### src/rtl/tower_encode_sched.sv
// Tower encode frame sequencer: reads NUM_COUNTER counters from RAM, streams them into the encode pipeline, packs the result bits.
// Done pulses NUM_COUNTER+PIPE_LAT+3 cycles after Start; no backpressure, the pipeline takes one counter per cycle.
module tower_encode_sched #(
    parameter int NUM_COUNTER = 10,
    parameter int ADDR_W      = 8,
    parameter int PIPE_LAT    = 3
) (
    input  logic                   Clk,
    input  logic                   Reset,
    input  logic                   Start,
    input  logic                   Abort,
    input  logic [ADDR_W-1:0]      Base_Addr,
    output logic                   Busy,
    output logic                   Done,
    output logic                   Mem_Rd_En,
    output logic [ADDR_W-1:0]      Mem_Addr,
    input  logic [31:0]            Mem_Rd_Data,
    output logic                   Enc_Clear,
    output logic [31:0]            Enc_Counter,
    output logic                   Enc_Valid,
    input  logic                   Enc_Result,
    output logic [NUM_COUNTER-1:0] Result_Vec
);
    localparam int CNT_W = (NUM_COUNTER > 1) ? $clog2(NUM_COUNTER) : 1;
    localparam logic [CNT_W-1:0] LAST = CNT_W'(NUM_COUNTER - 1);

    typedef enum logic [1:0] {IDLE, FETCH, DRAIN, DONE} state_t;

    state_t                 state;
    logic [CNT_W-1:0]       idx;
    logic [CNT_W-1:0]       ridx;
    logic                   rd_d1;
    logic [PIPE_LAT-1:0]    vsr;
    logic [NUM_COUNTER-1:0] shadow;
    logic [NUM_COUNTER-1:0] cap_vec;
    logic                   accept;
    logic                   cap;

    assign accept    = (state == IDLE) && Start && !Abort;
    assign Enc_Clear = accept && !Reset;
    assign cap       = vsr[PIPE_LAT-1] && (state != IDLE);

    // shadow with the bit arriving this cycle merged in, so the final capture lands in Result_Vec directly
    always_comb begin
        cap_vec       = shadow;
        cap_vec[ridx] = Enc_Result;
    end

    always_ff @(posedge Clk or posedge Reset) begin
        if (Reset) begin
            state       <= IDLE;
            idx         <= '0;
            ridx        <= '0;
            rd_d1       <= 1'b0;
            vsr         <= '0;
            shadow      <= '0;
            Busy        <= 1'b0;
            Done        <= 1'b0;
            Mem_Rd_En   <= 1'b0;
            Mem_Addr    <= '0;
            Enc_Counter <= '0;
            Enc_Valid   <= 1'b0;
            Result_Vec  <= '0;
        end else begin
            Done      <= 1'b0;
            rd_d1     <= Mem_Rd_En;
            Enc_Valid <= rd_d1;
            if (rd_d1)
                Enc_Counter <= Mem_Rd_Data;
            vsr[0] <= Enc_Valid;
            for (int i = 1; i < PIPE_LAT; i++)
                vsr[i] <= vsr[i-1];
            if (cap) begin
                shadow <= cap_vec;
                ridx   <= ridx + CNT_W'(1);
            end

            case (state)
                IDLE: begin
                    if (accept) begin
                        state     <= FETCH;
                        Busy      <= 1'b1;
                        Mem_Rd_En <= 1'b1;
                        Mem_Addr  <= Base_Addr;
                        idx       <= '0;
                        ridx      <= '0;
                        shadow    <= '0;
                    end
                end
                FETCH: begin
                    if (idx == LAST) begin
                        Mem_Rd_En <= 1'b0;
                        state     <= DRAIN;
                    end else begin
                        idx      <= idx + CNT_W'(1);
                        Mem_Addr <= Mem_Addr + ADDR_W'(1);
                    end
                end
                DRAIN: begin
                    if (cap && ridx == LAST && !Abort) begin
                        state      <= DONE;
                        Done       <= 1'b1;
                        Result_Vec <= cap_vec;
                    end
                end
                DONE: begin
                    state <= IDLE;
                    Busy  <= 1'b0;
                end
                default: state <= IDLE;
            endcase

            // abort drops any in-flight counters so a following frame sees no stale captures
            if (Abort && state != IDLE) begin
                state     <= IDLE;
                Busy      <= 1'b0;
                Done      <= 1'b0;
                Mem_Rd_En <= 1'b0;
                idx       <= '0;
                ridx      <= '0;
                rd_d1     <= 1'b0;
                Enc_Valid <= 1'b0;
                vsr       <= '0;
            end
        end
    end
endmodule

### config.mk
export PLATFORM = sky130hd
export DESIGN_NAME = tower_encode_sched
export DESIGN_NICKNAME = d
export VERILOG_FILES = /design/src/rtl/tower_encode_sched.sv
export SDC_FILE = /design/constraint.sdc
export NUM_CORES = 1
export LEC_CHECK = 0
export CORE_MARGIN = 1.5
export CORE_UTILIZATION = 30
export CTS_CLUSTER_SIZE = 12
export DETAILED_ROUTE_END_ITERATION = 12
export GPL_ROUTABILITY_DRIVEN = 0
export PLACE_DENSITY_LB_ADDON = 0.12
export SYNTH_ARGS = -nofsm -noshare
export SYNTH_HDL_FRONTEND = slang
export SYNTH_SLANG_ARGS = --single-unit
### constraint.sdc
create_clock -name Clk -period 3 [get_ports Clk]
set_input_delay 0.3 -clock Clk [delete_from_list [all_inputs] [get_ports Clk]]
set_output_delay 0.3 -clock Clk [all_outputs]
set_load 0.005 [all_outputs]
Word level (Yosys, flattened, before mapping) --
Cells that the tools add are included.
Word-level totals: bits in registers 78, input bits 45, output and inout port bits 55, logic and storage cells 84
Cells by class: $add $sub $neg 3, magnitude comparators 2, equal/unequal tests 11, muxes and demuxes 34, reductions and logical operators 21
Operators with widths (number):
- $mux W10 | 3
- $mux W4 | 7
- $mux W8 | 2
- $pmux W8 S2 | 1
- $reduce_and A3 Y1 | 4
- $bwmux W10 | 1
- $mux W1 | 10
- $ne A3 B3 Y1 const B | 3
- $add A4 B1 Y4 const B | 2
- $add A8 B1 Y8 const B | 1
- $eq A4 B4 Y1 const B | 2
- $logic_and A1 B1 Y1 | 8
- $mux W2 | 4
- $pmux W2 S4 | 1
- $pmux W4 S2 | 1
- $reduce_bool A3 Y1 | 2
- $lt A4 B5 Y1 const B | 1
- $demux W1 S4 | 1
- $eq A2 B2 Y1 const B | 2
- $ge A4 B1 Y1 const B | 1
- $ne A2 B2 Y1 const B | 2
- $pmux W1 S2 | 2
- $reduce_and A2 Y1 | 2
- $reduce_bool A2 Y1 | 2
- other kinds (5) | 6

Longest topological paths before layout --
depth after elaboration 8, mapped depth 9, depth with buffers taken out 6

Least setup slack after synthesis --
No wires, ideal clock.
kind reg-to-reg, from register state[0], to register Result_Vec[9], setup time 0.125 ns, arrival time 1.668 ns, required time 2.875 ns, slack 1.207 ns, cell stages (with the launch flop) 9, path buffers 3, period minus slack after synthesis 1.793 ns, cell sequence dfrtp_1 inv_1 ha_1 buf_2 nor2b_1 buf_2 nand4_1 clkbuf_1 mux2_2
On the way: cells in the longest elaborated chain, start to end 5, elaborated cells between the ends (all ways) 6, those cells by class eq/ne (1); reduce/logical (5)
Ends and longest elaborated chain:
- start: declaration | RTL line 29 | state_t state;
- start signal: assignment | RTL line 51 | state <= IDLE;
- start signal: assignment | RTL line 81 | state <= FETCH;
- start signal: assignment | RTL line 93 | state <= DRAIN;
- $reduce_bool A2 Y1 | RTL line 41 | assign cap = vsr[PIPE_LAT-1] && (state != IDLE);
- $logic_and A1 B1 Y1 | RTL line 41
- $logic_and A1 B1 Y1 (2 in series) | RTL line 100 | if (cap && ridx == LAST && !Abort) begin
- $reduce_and A2 Y1 (no line) *
- end signal: assignment | RTL line 103 | Result_Vec <= cap_vec;
- end: declaration | RTL line 22 | output logic [NUM_COUNTER-1:0] Result_Vec
Every way passes the cells marked *; elsewhere a longest branch is shown, timed or not. A chain may end at the register's enable or synchronous reset.

Final worst setup path --
from register state[1], to register Mem_Addr[5]
On the way: cells in the longest elaborated chain, start to end 5, elaborated cells between the ends (all ways) 9, those cells by class eq/ne (3); mux (1); reduce/logical (5)
Ends and longest elaborated chain:
- $logic_not A2 Y1 | RTL line 39, 78
- $logic_and A1 B1 Y1 (2 in series) | RTL line 39 | assign accept = (state == IDLE) && Start && !Abort;
- $ne A2 B2 Y1 (no line)
- $reduce_and A3 Y1 (no line)
- end signal: assignment | RTL line 84 | Mem_Addr <= Base_Addr;
- end signal: assignment | RTL line 96 | Mem_Addr <= Mem_Addr + ADDR_W'(1);
- end: declaration | RTL line 16 | output logic [ADDR_W-1:0] Mem_Addr,
Parallel ways exist; a longest one is shown, timed or not.

==> results.sh <==
export IMPL_status="finished clean"
export IMPL_ir_worst_vdd_v=0.000315
export IMPL_drive_gt1_share_pct=12.6
export IMPL_leakagePower_nw=2.18
export IMPL_hold_slack_ps=448
export IMPL_grt_usage_pct=13.5
export IMPL_cts_root_buffer="clkbuf_16"
export IMPL_crit_family="compound AO/OA/AOI/OAI gates"
export IMPL_crit_path_max_fanout=16
export IMPL_synthDistinctLibCells=44
export IMPL_clock_latency_ps=330
export IMPL_slowest_stage="ha_1"
export IMPL_fin_crit_sh_pct=79.8
export IMPL_htreeDepth=3
export IMPL_drv_cap=0
export IMPL_fin_tns_setup_ps=0
export IMPL_path_class="register to register"
export IMPL_post_dp_hpwl_um=5540
export IMPL_ctsHoldBuffers=0
export IMPL_synthArstFlopShare_pct=100
export IMPL_min_period_ps=2390
export IMPL_reg2reg_slack_ps=610
export IMPL_area_growth_pct=39.8
export IMPL_drtPass1Iterations=6
export IMPL_io_pins=100
export IMPL_cp_start_kind="register"
export IMPL_die_y_um=112
export IMPL_cts_tree="done"
export IMPL_rsz0062_at_grt="no"
export IMPL_slew_headroom_pct=47.4
export IMPL_seq_area_frac_synth_pct=53.7
export IMPL_fp_dieW_um=112
export IMPL_fin_skew_ps=6.85
export IMPL_ant_nets=0
export IMPL_clockBufferDepth=2
export IMPL_overflow=0
export IMPL_worst_slew_pin_slew_ps=788
export IMPL_pwr_density_cell_nw_per_um2=920
export IMPL_yosys_register_bits=77
export IMPL_critical_path_arrival_ps=2610
export IMPL_synth_edff_count=0
export IMPL_final_fill_count=1128
export IMPL_first_global_vias=2595
export IMPL_cts_num_sinks=77
export IMPL_path_clk_slew_ps=60
export IMPL_start_util_pct=31.1
export IMPL_avgSynthCellArea_um2=11.0
export IMPL_max_stage_delay_ps=550
export IMPL_drc=0
export IMPL_setup_violations=0
export IMPL_finalHoldViolations=0
export IMPL_post_cts_buffers=0
export IMPL_viasPerCell=4.82
export IMPL_io_buffers=99
export IMPL_worstSetupEndpointType="register"
export IMPL_grt_pass1_wl_um=13300
export IMPL_final_max_slew_viol_count=0
export IMPL_yosys_top_cells_area="dfrtp_1 54%, mux2_2 11%, nand2_1 4.8%"
export IMPL_syn_inst=327
export IMPL_antenna_found_initial=0
export IMPL_ctsResizeCount=0
export IMPL_min_path_type="input port to asynchronous set/reset pin"
export IMPL_yosysTopAreaCellShare_pct=53.7
export IMPL_vias=2750
export IMPL_rows=39
export IMPL_yosysTopAreaCell="dfrtp_1"
export IMPL_yosysWarnings=0
export IMPL_mappedNetlistArea_um2=3590
export IMPL_drt_initial_drc_count=123
export IMPL_totalWireLength_um=8130
export IMPL_max_freq_mhz=418
export IMPL_dieArea_um2=12600
export IMPL_synthFlopType="dfrtp_1"
export IMPL_diodes=0
export IMPL_cts_buffers=9
export IMPL_grt_max_degree=43
export IMPL_worstPathCellList="inv_1, ha_1, and4b_1, a21o_1, nor4_1, a221o_1"
export IMPL_wire_per_inst_um=14.2
export IMPL_syn_num_nets=384
export IMPL_worstPathRequired_ps=3220
export IMPL_coreArea_um2=11500
export IMPL_fin_nets=480
export IMPL_crit_buf_inv=1
kinds of logic (layout without fill, tap and decap cells):
family	count (synthesis)	after routing	share of synthesized area, %
AO/OA/AOI/OAI	49	49	8.65
adder cells (fa/ha/maj)	12	12	4.19
flip-flops	77	77	53.7
AND/OR/NAND/NOR	109	109	14.9
buffers and inverters	30	131	3.52
multiplexers	47	47	14.3
XOR/XNOR	3	3	0.733
where the power goes:
group	total [mW]	switching (mW)	internal, mW
Sequential	1.69	0.253	1.44
Clock	1.08	0.419	0.665
Combinational	1.84	0.751	1.09
Total	4.61	1.42	3.19
flip-flops by register name, indices dropped and copies added (netlist names):
signal,cells
ridx,4
Mem_Addr,8
Mem_Rd_En,1
Busy,1
rd_d1,1
vsr,3
Done,1
Enc_Valid,1
idx,4
Result_Vec,10
Enc_Counter,32
state,2
shadow,9
synthesized netlist by cell type (all sizes together) (12+ instances only):
master	count
dfrtp	77
a21oi	14
nand3	17
mux2i	13
clkbuf	14
nand2	46
nor2	15
mux2	34
ha	12
o21ai	15
inv	12
per-layer routing:
metal	track usage [%]	share of wire (%)	wire, um	vias to the layer above
li1	-	-	-	1338
met3	4.16	4.8	390	8
met1	17.0	45	3690	1339
met4	4.81	1.3	108	0
met2	22.0	49	3950	65
met5	0	0	0	-
worst paths after layout:
kind / startpoint / end / cells after the start
min in group Clk: vsr[1] / vsr[2] / 1
setup / recovery: state[1] / Mem_Addr[5] / 6
setup reg to reg: state[1] / Mem_Addr[5] / 6
hold reg to reg: vsr[1] / vsr[2] / 1
max in group asynchronous: Reset / Enc_Counter[29] / 3
hold / removal: Reset / ridx[0] / 2
area by class of cell:
cell class	count	area, um^2	area share (%)
timing repair buffer	103	1030	20.6
clock inverter	4	47.5	0.949
inverter	12	46.3	0.924
tap	143	179	3.57
clock buffer	12	246	4.92
multi-input combinational	220	1530	30.6
sequential	77	1930	38.4
through the flow:
step	cell area (um^2)	utilization, %	power [mW]	std cells	setup slack, ps
after global placement	4720	41.0	3.55	555	675
after CTS	5010	43.5	4.70	571	593
after floorplan	3590	-	2.69	327	733
after global routing	5010	43.5	4.95	571	382
final	5010	43.5	4.61	571	606
after detailed placement	4720	41.0	3.58	555	609
layout by cell type, fill, tap and decap left out, drive strengths merged, types with 2 or more instances in the layout:
master         Yosys  routed
or4                2       2
nand4              4       4
nor4               4       4
inv               12      11
buf                4       4
xor2               2       2
nor2              15      15
nand3             17      17
clkinv             0       3
and3               2       2
mux2              34      34
a21o               5       5
nand2             46      46
nor2b              4       4
clkbuf            14      12
o22a               2       2
mux2i             13      13
dfrtp             77      77
a21oi             14      14
ha                12      12
a32oi              2       2
nand2b             3       3
and2               5       5
clkdlybuf4s50      0      99
o21ai             15      15
No activity file was read; power rests on OpenSTA's default activity.
